### config.mk
export PLATFORM = sky130hd
export DESIGN_NAME = gbt_link_monitor
export DESIGN_NICKNAME = d
export VERILOG_FILES = /design/src/rtl/gbt_link_monitor_pkg.sv /design/src/rtl/gbt_link_monitor_sync_2ff.sv /design/src/rtl/gbt_link_monitor.sv
export SDC_FILE = /design/constraint.sdc
export NUM_CORES = 1
export LEC_CHECK = 0
export BUFFER_PORTS_ARGS = -buffer_cell sky130_fd_sc_hd__buf_4
export CORE_ASPECT_RATIO = 0.9
export CORE_UTILIZATION = 30
export DETAILED_ROUTE_END_ITERATION = 6
export PLACE_DENSITY = 0.53
export SYNTH_ARGS = -nofsm -noshare
export SYNTH_HDL_FRONTEND = slang
export SYNTH_SLANG_ARGS = --single-unit
### constraint.sdc
create_clock -name clock_i -period 5.3 [get_ports clock_i]
set_input_delay 0 -clock clock_i [delete_from_list [all_inputs] [get_ports clock_i]]
set_output_delay 0 -clock clock_i [all_outputs]
set_load 0.01 [all_outputs]
### src/rtl/gbt_link_monitor_pkg.sv
// Shared definitions for the GBT link monitor: state encoding and default sizing.
package gbt_link_monitor_pkg;

  typedef enum logic [1:0] {
    ST_DOWN = 2'd0,
    ST_QUAL = 2'd1,
    ST_UP   = 2'd2,
    ST_LOST = 2'd3
  } link_state_t;

  localparam int DEF_QUAL_CYCLES   = 4096;
  localparam int DEF_GLITCH_CYCLES = 8;
  localparam int DEF_CNT_BITS      = 16;

endpackage

### src/rtl/gbt_link_monitor_sync_2ff.sv
// Two-flop synchroniser for asynchronous level signals, async active-low reset to 0.
module sync_2ff #(
  parameter int WIDTH = 1
) (
  input  logic             i_clk,
  input  logic             i_rst_n,
  input  logic [WIDTH-1:0] i_d,
  output logic [WIDTH-1:0] o_q
);

  logic [WIDTH-1:0] r_meta;
  logic [WIDTH-1:0] r_sync;

  always_ff @(posedge i_clk or negedge i_rst_n) begin
    if (!i_rst_n) begin
      r_meta <= '0;
      r_sync <= '0;
    end else begin
      r_meta <= i_d;
      r_sync <= r_meta;
    end
  end

  assign o_q = r_sync;

endmodule

### src/rtl/gbt_link_monitor.sv
// Qualifies the GBT link for the reset generator: sustained-good window before ready,
// short rxvalid dropouts tolerated, saturating drop/error counters for slow control.
module gbt_link_monitor
  import gbt_link_monitor_pkg::*;
#(
  parameter int QUAL_CYCLES   = DEF_QUAL_CYCLES,
  parameter int GLITCH_CYCLES = DEF_GLITCH_CYCLES,
  parameter int CNT_BITS      = DEF_CNT_BITS
) (
  input  logic                clock_i,
  input  logic                reset_n_i,
  input  logic                gbt_rxready_i,
  input  logic                gbt_txready_i,
  input  logic                gbt_rxvalid_i,
  input  logic                gbt_frame_err_i,
  input  logic                cnt_reset_i,
  output logic                link_ready_o,
  output logic                link_up_pulse_o,
  output logic [1:0]          link_state_o,
  output logic [CNT_BITS-1:0] unlock_cnt_o,
  output logic [CNT_BITS-1:0] err_cnt_o
);

  localparam int QW = (QUAL_CYCLES > 1) ? $clog2(QUAL_CYCLES) : 1;
  localparam int GW = (GLITCH_CYCLES > 1) ? $clog2(GLITCH_CYCLES) : 1;
  localparam logic [QW-1:0] QUAL_LOAD   = QW'(QUAL_CYCLES - 1);
  localparam logic [GW-1:0] GLITCH_LOAD = GW'(GLITCH_CYCLES - 1);

  logic [1:0]          w_sync;
  logic                w_rdy;
  logic                w_ok;
  logic                w_drop;
  link_state_t         r_state;
  logic [QW-1:0]       r_qual_cnt;
  logic [GW-1:0]       r_glitch_cnt;
  logic                r_up_pulse;
  logic [CNT_BITS-1:0] r_unlock_cnt;
  logic [CNT_BITS-1:0] r_err_cnt;

  sync_2ff #(.WIDTH(2)) u_sync (
    .i_clk   (clock_i),
    .i_rst_n (reset_n_i),
    .i_d     ({gbt_rxready_i, gbt_txready_i}),
    .o_q     (w_sync)
  );

  assign w_rdy = &w_sync;
  assign w_ok  = w_rdy & gbt_rxvalid_i;

  // Loss of a qualified link only; aborting qualification is not an unlock.
  assign w_drop = ((r_state == ST_UP) && !w_rdy) ||
                  ((r_state == ST_LOST) &&
                   (!w_rdy || (!gbt_rxvalid_i && (r_glitch_cnt == '0))));

  always_ff @(posedge clock_i or negedge reset_n_i) begin
    if (!reset_n_i) begin
      r_state      <= ST_DOWN;
      r_qual_cnt   <= '0;
      r_glitch_cnt <= '0;
      r_up_pulse   <= 1'b0;
    end else begin
      r_up_pulse <= 1'b0;
      case (r_state)
        ST_DOWN: begin
          if (w_ok) begin
            r_state    <= ST_QUAL;
            r_qual_cnt <= QUAL_LOAD;
          end
        end
        ST_QUAL: begin
          if (!w_ok) begin
            r_state <= ST_DOWN;
          end else if (r_qual_cnt == '0) begin
            r_state    <= ST_UP;
            r_up_pulse <= 1'b1;
          end else begin
            r_qual_cnt <= r_qual_cnt - 1'b1;
          end
        end
        ST_UP: begin
          if (!w_rdy) begin
            r_state <= ST_DOWN;
          end else if (!gbt_rxvalid_i) begin
            r_state      <= ST_LOST;
            r_glitch_cnt <= GLITCH_LOAD;
          end
        end
        ST_LOST: begin
          if (!w_rdy) begin
            r_state <= ST_DOWN;
          end else if (gbt_rxvalid_i) begin
            r_state <= ST_UP;
          end else if (r_glitch_cnt == '0) begin
            r_state <= ST_DOWN;
          end else begin
            r_glitch_cnt <= r_glitch_cnt - 1'b1;
          end
        end
        default: r_state <= ST_DOWN;
      endcase
    end
  end

  always_ff @(posedge clock_i or negedge reset_n_i) begin
    if (!reset_n_i) begin
      r_unlock_cnt <= '0;
      r_err_cnt    <= '0;
    end else if (cnt_reset_i) begin
      r_unlock_cnt <= '0;
      r_err_cnt    <= '0;
    end else begin
      if (w_drop && (r_unlock_cnt != '1)) begin
        r_unlock_cnt <= r_unlock_cnt + 1'b1;
      end
      if (r_state[1] && gbt_frame_err_i && (r_err_cnt != '1)) begin
        r_err_cnt <= r_err_cnt + 1'b1;
      end
    end
  end

  assign link_ready_o    = r_state[1];
  assign link_state_o    = r_state;
  assign link_up_pulse_o = r_up_pulse;
  assign unlock_cnt_o    = r_unlock_cnt;
  assign err_cnt_o       = r_err_cnt;

endmodule

After elaboration in Yosys (flattened, before gate mapping):

Cells that the tools add are included.

* word-level logic and storage cells: 76
* output and inout port bits: 36
* bits in registers: 54
* input bits: 7

* bitwise logic cells: 1
* reductions and logical operators: 21
* equal/unequal tests: 16
* $add $sub $neg: 4
* muxes and demuxes: 26

Operator list (number)
* 2-to-1 mux 16 bit: 4
* 2-to-1 mux 12 bit: 3
* adder 16 x 1 -> 16 bit, second input constant: 2
* inequality test 16 bit, second input constant: 2
* case mux 12 bit (2 select lines): 1
* 2-to-1 mux 2 bit: 8
* inequality test 2 bit, second input constant: 8
* 2-to-1 mux 3 bit: 5
* zero test 12 bit: 1
* subtractor 12 x 1 -> 12 bit, second input constant: 1
* case mux 2 bit (4 select lines): 1
* AND reduction 4 bit: 2
* nonzero test 2 bit: 4
* logical AND 1 bit: 6
* inequality test 3 bit, second input constant: 2
* case mux 3 bit (2 select lines): 1
* AND reduction 6 bit: 1
* equality test 2 bit, second input constant: 2
* inequality test 4 x 3 -> 1 bit, second input constant: 1
* zero test 3 bit: 1
* 2-to-1 mux 1 bit: 3
* subtractor 3 x 1 -> 3 bit, second input constant: 1
* equality test 2 x 1 -> 1 bit, second input constant: 1
* zero test 1 bit: 2
* 4 further kinds: 5

Depth between registers and ports, before layout:

* depth in word-level cells: 8
* mapped depth: 8
* gate-level depth less buffers: 7

Modules after synthesis:

From an unflattened synthesis, not the netlist that was laid out.

* cell total of the unflattened synthesis: 310
* area total of the unflattened synthesis: 2972.9 um^2

By module, submodules not included
* gbt_link_monitor: times used 1, sequential area each 1251.2 um^2, cells each 306, area each 2872.8 um^2
* sync_2ff: times used 1, sequential area each 100.1 um^2, cells each 4, area each 100.1 um^2

Least setup slack after synthesis:

OpenSTA, ideal clock, no wires.

* path kind: register to register
* start point: register r_unlock_cnt[0], in the netlist unlock_cnt_o[0]
* end point: register r_unlock_cnt[6], in the netlist unlock_cnt_o[6]
* slack: 3223 ps
* required time: 5175 ps
* path buffers: 1
* setup time: 125 ps
* data arrival time: 1951 ps
* clock period less this slack: 2077 ps
* cell stages (with the launch flop): 8
* path through: dfrtp_1 -> ha_1 -> nand3_1 -> or4_1 -> buf_6 -> o21ai_4 -> nor3_2 -> mux2_4

* word-level cells in the longest chain between the ends: 3
* elaborated cells on any way between the ends: 6
* those cells by class: 1 x add/sub; 1 x eq/ne; 2 x mux; 2 x reduce/logical

Ends and longest elaborated chain
* start, declared: RTL line gbt_link_monitor.sv:37 `logic [CNT_BITS-1:0] r_unlock_cnt;`
* start signal, assigned: RTL line gbt_link_monitor.sv:113 `r_unlock_cnt <= r_unlock_cnt + 1'b1;`
* adder 16 x 1 -> 16 bit or inequality test 16 bit (tied branches): RTL line gbt_link_monitor.sv:113, gbt_link_monitor.sv:112
* 2-to-1 mux 16 bit or logical AND 1 bit (tied branches): RTL line gbt_link_monitor.sv:112 `if (w_drop && (r_unlock_cnt != '1)) begin`
* 2-to-1 mux 16 bit or nonzero test 2 bit (tied branches)

Parallel ways exist; a longest one is shown, timed or not. The select of a mux whose other input is x is not followed.
A chain may end at the register's enable or synchronous reset.

Worst setup path in the final report:

* start point: register r_unlock_cnt[0], in the netlist unlock_cnt_o[0]
* end point: register r_unlock_cnt[7], in the netlist unlock_cnt_o[7]

The elaborated chain is that of the path after synthesis.

==> metrics.log <==
INFO  metric maxCapViolations = 0
INFO  metric rrSetupSlack = 2950 ps
INFO  metric hold_path.class = in2reg
INFO  metric end_of_the_worst_register_to_register_path = unlock_cnt_o[7]$_DFFE_PN0P_
INFO  metric final.setup_skew = 8.454 ps
INFO  metric postSynth.asyncResetShare = 100.0%
INFO  metric num-nets-final = 361
INFO  metric power_density = 200.5 nW/um2
INFO  metric number_of_global_route_vias_before_repair = 2200
INFO  metric timing_worst_slew_pin_value = 965.8 ps
INFO  metric preCtsSetupSlack = 2978 ps
INFO  metric layout-area-overhead-vs-synth = 17.71%
INFO  metric total_leakage_power = 1.395 nW
INFO  metric design.core.area = 9331 um2
INFO  metric cts.sink_count = 54
INFO  metric timing_max_transition_violations_final = 0
INFO  metric synthCells = 308
INFO  metric final_layout_size_suffix_gt1_share = 18.34%
INFO  metric worst_reg2reg_path_length_in_cells = 6
INFO  metric mappedNetlistNets = 321
INFO  metric post-route-worst-setup-slack = 2948 ps
INFO  metric final_wl = 6292 um
INFO  metric std_cell_rows = 33
INFO  metric cts.path.max_buffers = 2
INFO  metric worst_ir_drop_vdd = 0.0001013 V
INFO  metric area_occupied_by_multi_input_gates = 1473 um2
INFO  metric post-route-drc-count = 0
INFO  metric finalSetupTns = 0 ps
INFO  metric final-hold-violation-count = 0
INFO  metric critical_path.max_fanout = 10
INFO  metric layout.area.seq = 1351 um2
INFO  metric postCtsResizedCells = 0
INFO  metric wl_per_cell = 13.36 um
INFO  metric numCtsBuffers = 5
INFO  metric post-route-min-period = 2352 ps
INFO  metric outcome = completed
INFO  metric reg2reg_from = unlock_cnt_o[0]$_DFFE_PN0P_
INFO  metric cp_data_required_time = 5510 ps
INFO  metric gr-total-overflow = 0
INFO  metric synthesis.yosys.warnings = 0
INFO  metric synth.ff_latch_count = 54
INFO  metric vias_per_cell = 5.036
INFO  metric cpMaxStageDelayCell = sky130_fd_sc_hd__or4_1
INFO  metric routed-via-count = 2372
INFO  metric drt-pass1-iter-count = 4
INFO  metric global_route_usage_over_all_layers = 13.34%
INFO  metric min_period_over_period = 44.38%
INFO  metric hpwlAfterDp = 4350 um
INFO  metric cp-startpoint = unlock_cnt_o[0]$_DFFE_PN0P_
INFO  metric clk_transition_reported_paths = 100 ps
INFO  metric critical_path.cell_chain = ha_1 > nand3_1 > or4_1 > o21ai_4 > nor3_2 > mux2_4
INFO  metric grt_max_degree = 55
INFO  metric synth_edf_count = 0
INFO  metric path_class = reg2reg
INFO  metric dieHeight = 96.02 um
INFO  metric place.gp.congestion = 0.7565
INFO  metric worst_setup_path_endpoint = unlock_cnt_o[7]$_DFFE_PN0P_
INFO  metric place.port_buffers = 42
INFO  metric dr.first_iter.drc_count = 69
INFO  metric depth_of_the_cts_h_tree = 2
INFO  metric fillerInstances = 996
INFO  metric fp.dieW = 106.5 um
INFO  metric synth_ff_type = sky130_fd_sc_hd__dfrtp_1
INFO  metric residual_antenna_violating_net_count_after_detailed_routing = 0
INFO  metric io-pin-count = 43
INFO  metric hold_slack = 86.07 ps
INFO  metric crit_path_start_kind = register
INFO  metric slew-limit-headroom = 35.02%
INFO  metric synth.yosys.seq_area_share = 45.86%
INFO  metric synth_cell_types = 53
INFO  metric synth.cell_area = 2947 um2
INFO  metric worst_setup_path_end_kind = register
INFO  metric setup_viol = 0
INFO  metric avgSynthCellArea = 9.567 um2
INFO  metric tritoncts = done
INFO  metric first_pass_grt_wire_length = 10870 um
INFO  metric floorplan.initialDensity = 31.58%
INFO  metric clk_root_buffer_cell = sky130_fd_sc_hd__clkbuf_8
INFO  metric critical-path-max-stage-delay = 650 ps
INFO  metric number_of_antenna_violations_at_the_first_check_in_global_routing = 0
INFO  metric insertedDiodeCount = 0
INFO  metric unrepaired_setup_endpoints_after_global_routing = no
INFO  metric die_area = 10220 um2
INFO  metric clock_latency_on_the_worst_skew_pair = 310 ps
INFO  metric max_freq = 425.2 MHz
INFO  metric arrival_time_of_the_worst_setup_path = 2560 ps
layer usage:
layer  vias up  global-route usage (%)  wire, um  share of wire (%)
met4         0                   3.425        61               0.97
met1      1149                   19.30      3236                 51
met2        43                   20.24      2746                 44
li1       1172                       -         -                  -
met3         8                   2.844       246                3.9
met5         -                       0         0                  0
layout make-up:
class	count	area share [%]
repair buffers	46	10.25
inverters	12	1.299
clock inverters	1	0.1443
multi-input cells	229	42.46
clock buffers	7	2.489
flip-flops and latches	54	38.96
well taps	122	4.401
cells in the final DEF (no fill, tap or decap), types with 8 or more instances in the layout:
cell type                  n
sky130_fd_sc_hd__xor2_1    8
sky130_fd_sc_hd__a21oi_1  19
sky130_fd_sc_hd__o21ai_0   8
sky130_fd_sc_hd__xnor2_1  13
sky130_fd_sc_hd__inv_1    12
sky130_fd_sc_hd__nand2_1  25
sky130_fd_sc_hd__nand4_1   8
sky130_fd_sc_hd__buf_4    42
sky130_fd_sc_hd__nor2_1   45
sky130_fd_sc_hd__nand3_1   8
sky130_fd_sc_hd__dfrtp_1  54
synthesized netlist by cell type (2+ instances only):
| cell type | count | share of area (%) |
|---|---|---|
| sky130_fd_sc_hd__buf_2 | 2 | 0.34 |
| sky130_fd_sc_hd__mux2_4 | 2 | 1.0 |
| sky130_fd_sc_hd__o211ai_1 | 5 | 1.3 |
| sky130_fd_sc_hd__nand3b_1 | 2 | 0.51 |
| sky130_fd_sc_hd__or3_2 | 2 | 0.51 |
| sky130_fd_sc_hd__nand3_2 | 2 | 0.68 |
| sky130_fd_sc_hd__nor4_1 | 7 | 1.5 |
| sky130_fd_sc_hd__or3_1 | 4 | 0.85 |
| sky130_fd_sc_hd__and3_1 | 2 | 0.42 |
| sky130_fd_sc_hd__inv_1 | 12 | 1.5 |
| sky130_fd_sc_hd__or4_1 | 2 | 0.51 |
| sky130_fd_sc_hd__o21ai_0 | 8 | 1.4 |
| sky130_fd_sc_hd__and4_1 | 3 | 0.89 |
| sky130_fd_sc_hd__and4b_1 | 3 | 1.0 |
| sky130_fd_sc_hd__nor2_1 | 45 | 5.7 |
| sky130_fd_sc_hd__a2111oi_0 | 2 | 0.59 |
| sky130_fd_sc_hd__and2b_1 | 2 | 0.51 |
| sky130_fd_sc_hd__a211o_1 | 2 | 0.59 |
| sky130_fd_sc_hd__nand3_1 | 8 | 1.4 |
| sky130_fd_sc_hd__nor3_1 | 7 | 1.2 |
| sky130_fd_sc_hd__a31oi_1 | 2 | 0.42 |
| sky130_fd_sc_hd__nand2_1 | 25 | 3.2 |
| sky130_fd_sc_hd__nand2b_1 | 5 | 1.1 |
| sky130_fd_sc_hd__nand4_1 | 8 | 1.7 |
| sky130_fd_sc_hd__nor4bb_1 | 3 | 1.0 |
| sky130_fd_sc_hd__mux2i_1 | 5 | 1.7 |
| sky130_fd_sc_hd__clkbuf_1 | 7 | 0.89 |
| sky130_fd_sc_hd__buf_6 | 3 | 1.1 |
| sky130_fd_sc_hd__dfrtp_1 | 54 | 46 |
| sky130_fd_sc_hd__a211oi_1 | 7 | 1.8 |
| sky130_fd_sc_hd__nor3_2 | 2 | 0.68 |
| sky130_fd_sc_hd__a21oi_1 | 19 | 3.2 |
| sky130_fd_sc_hd__xnor2_1 | 13 | 3.9 |
| sky130_fd_sc_hd__ha_1 | 6 | 2.5 |
| sky130_fd_sc_hd__and2_1 | 2 | 0.42 |
| sky130_fd_sc_hd__xor2_1 | 8 | 2.4 |
registers in the layout (all words and copies together) (netlist names):
name	count
r_glitch_cnt	3
u_sync.o_q	2
unlock_cnt_o	16
link_up_pulse_o	1
link_state_o	2
r_qual_cnt	12
err_cnt_o	16
u_sync.r_meta	2
cells by family (layout without fill, tap and decap cells):
kind of cell    count (synthesis)  in the layout  share of synthesized area (%)
compound gates                 52             52                          11.47
xor+xnor                       21             21                          6.242
fa+ha+maj                       6              6                          2.548
buf+inv                        25             66                          4.161
flops                          54             54                          45.86
mux                             7              7                          2.718
simple gates                  143            143                          27.01
critical path, delay by kind of cell, from the launching register on:
kind,cells,cell delay [ps]
multiplexers,1,300
AO/OA/AOI/OAI,1,370
flip-flops,1,450
adder cells (fa/ha/maj),1,210
AND/OR/NAND/NOR,3,920
where the power goes:
part	switching [W]	internal, W	total (W)
Combinational	0.0000197	0.00000996	0.0000297
Clock	0.000136	0.000106	0.000242
Sequential	0.00000699	0.000417	0.000424
worst min path at each step:
stage / startpoint / to / depth (start not counted)
5_1_grt: cnt_reset_i / unlock_cnt_o[10]$_DFFE_PN0P_ / 2
6_report: cnt_reset_i / unlock_cnt_o[11]$_DFFE_PN0P_ / 2
4_1_cts: cnt_reset_i / unlock_cnt_o[9]$_DFFE_PN0P_ / 2
2_1_floorplan: reset_n_i / err_cnt_o[0]$_DFFE_PN0P_ / 0
3_3_place_gp: reset_n_i / r_qual_cnt[10]$_DFFE_PN0P_ / 1
3_5_place_dp: reset_n_i / r_qual_cnt[10]$_DFFE_PN0P_ / 1
metrics by stage:
stage,cell area [um2],power (W),util [%],std cells
after floorplan,2947,0.0004432,-,308
after global placement,3337,0.0004601,35.76,459
after detailed placement,3337,0.0004606,35.76,459
after CTS,3468,0.0007103,37.17,471
after global routing,3468,0.0007334,37.17,471
final,3468,0.0006956,37.17,471
what timing repair did:
item	in CTS	in global routing
endpoints found under the hold margin	57	0
buffers inserted	0	0
hold buffers	4	0
Power figures use the tool's default switching activity.
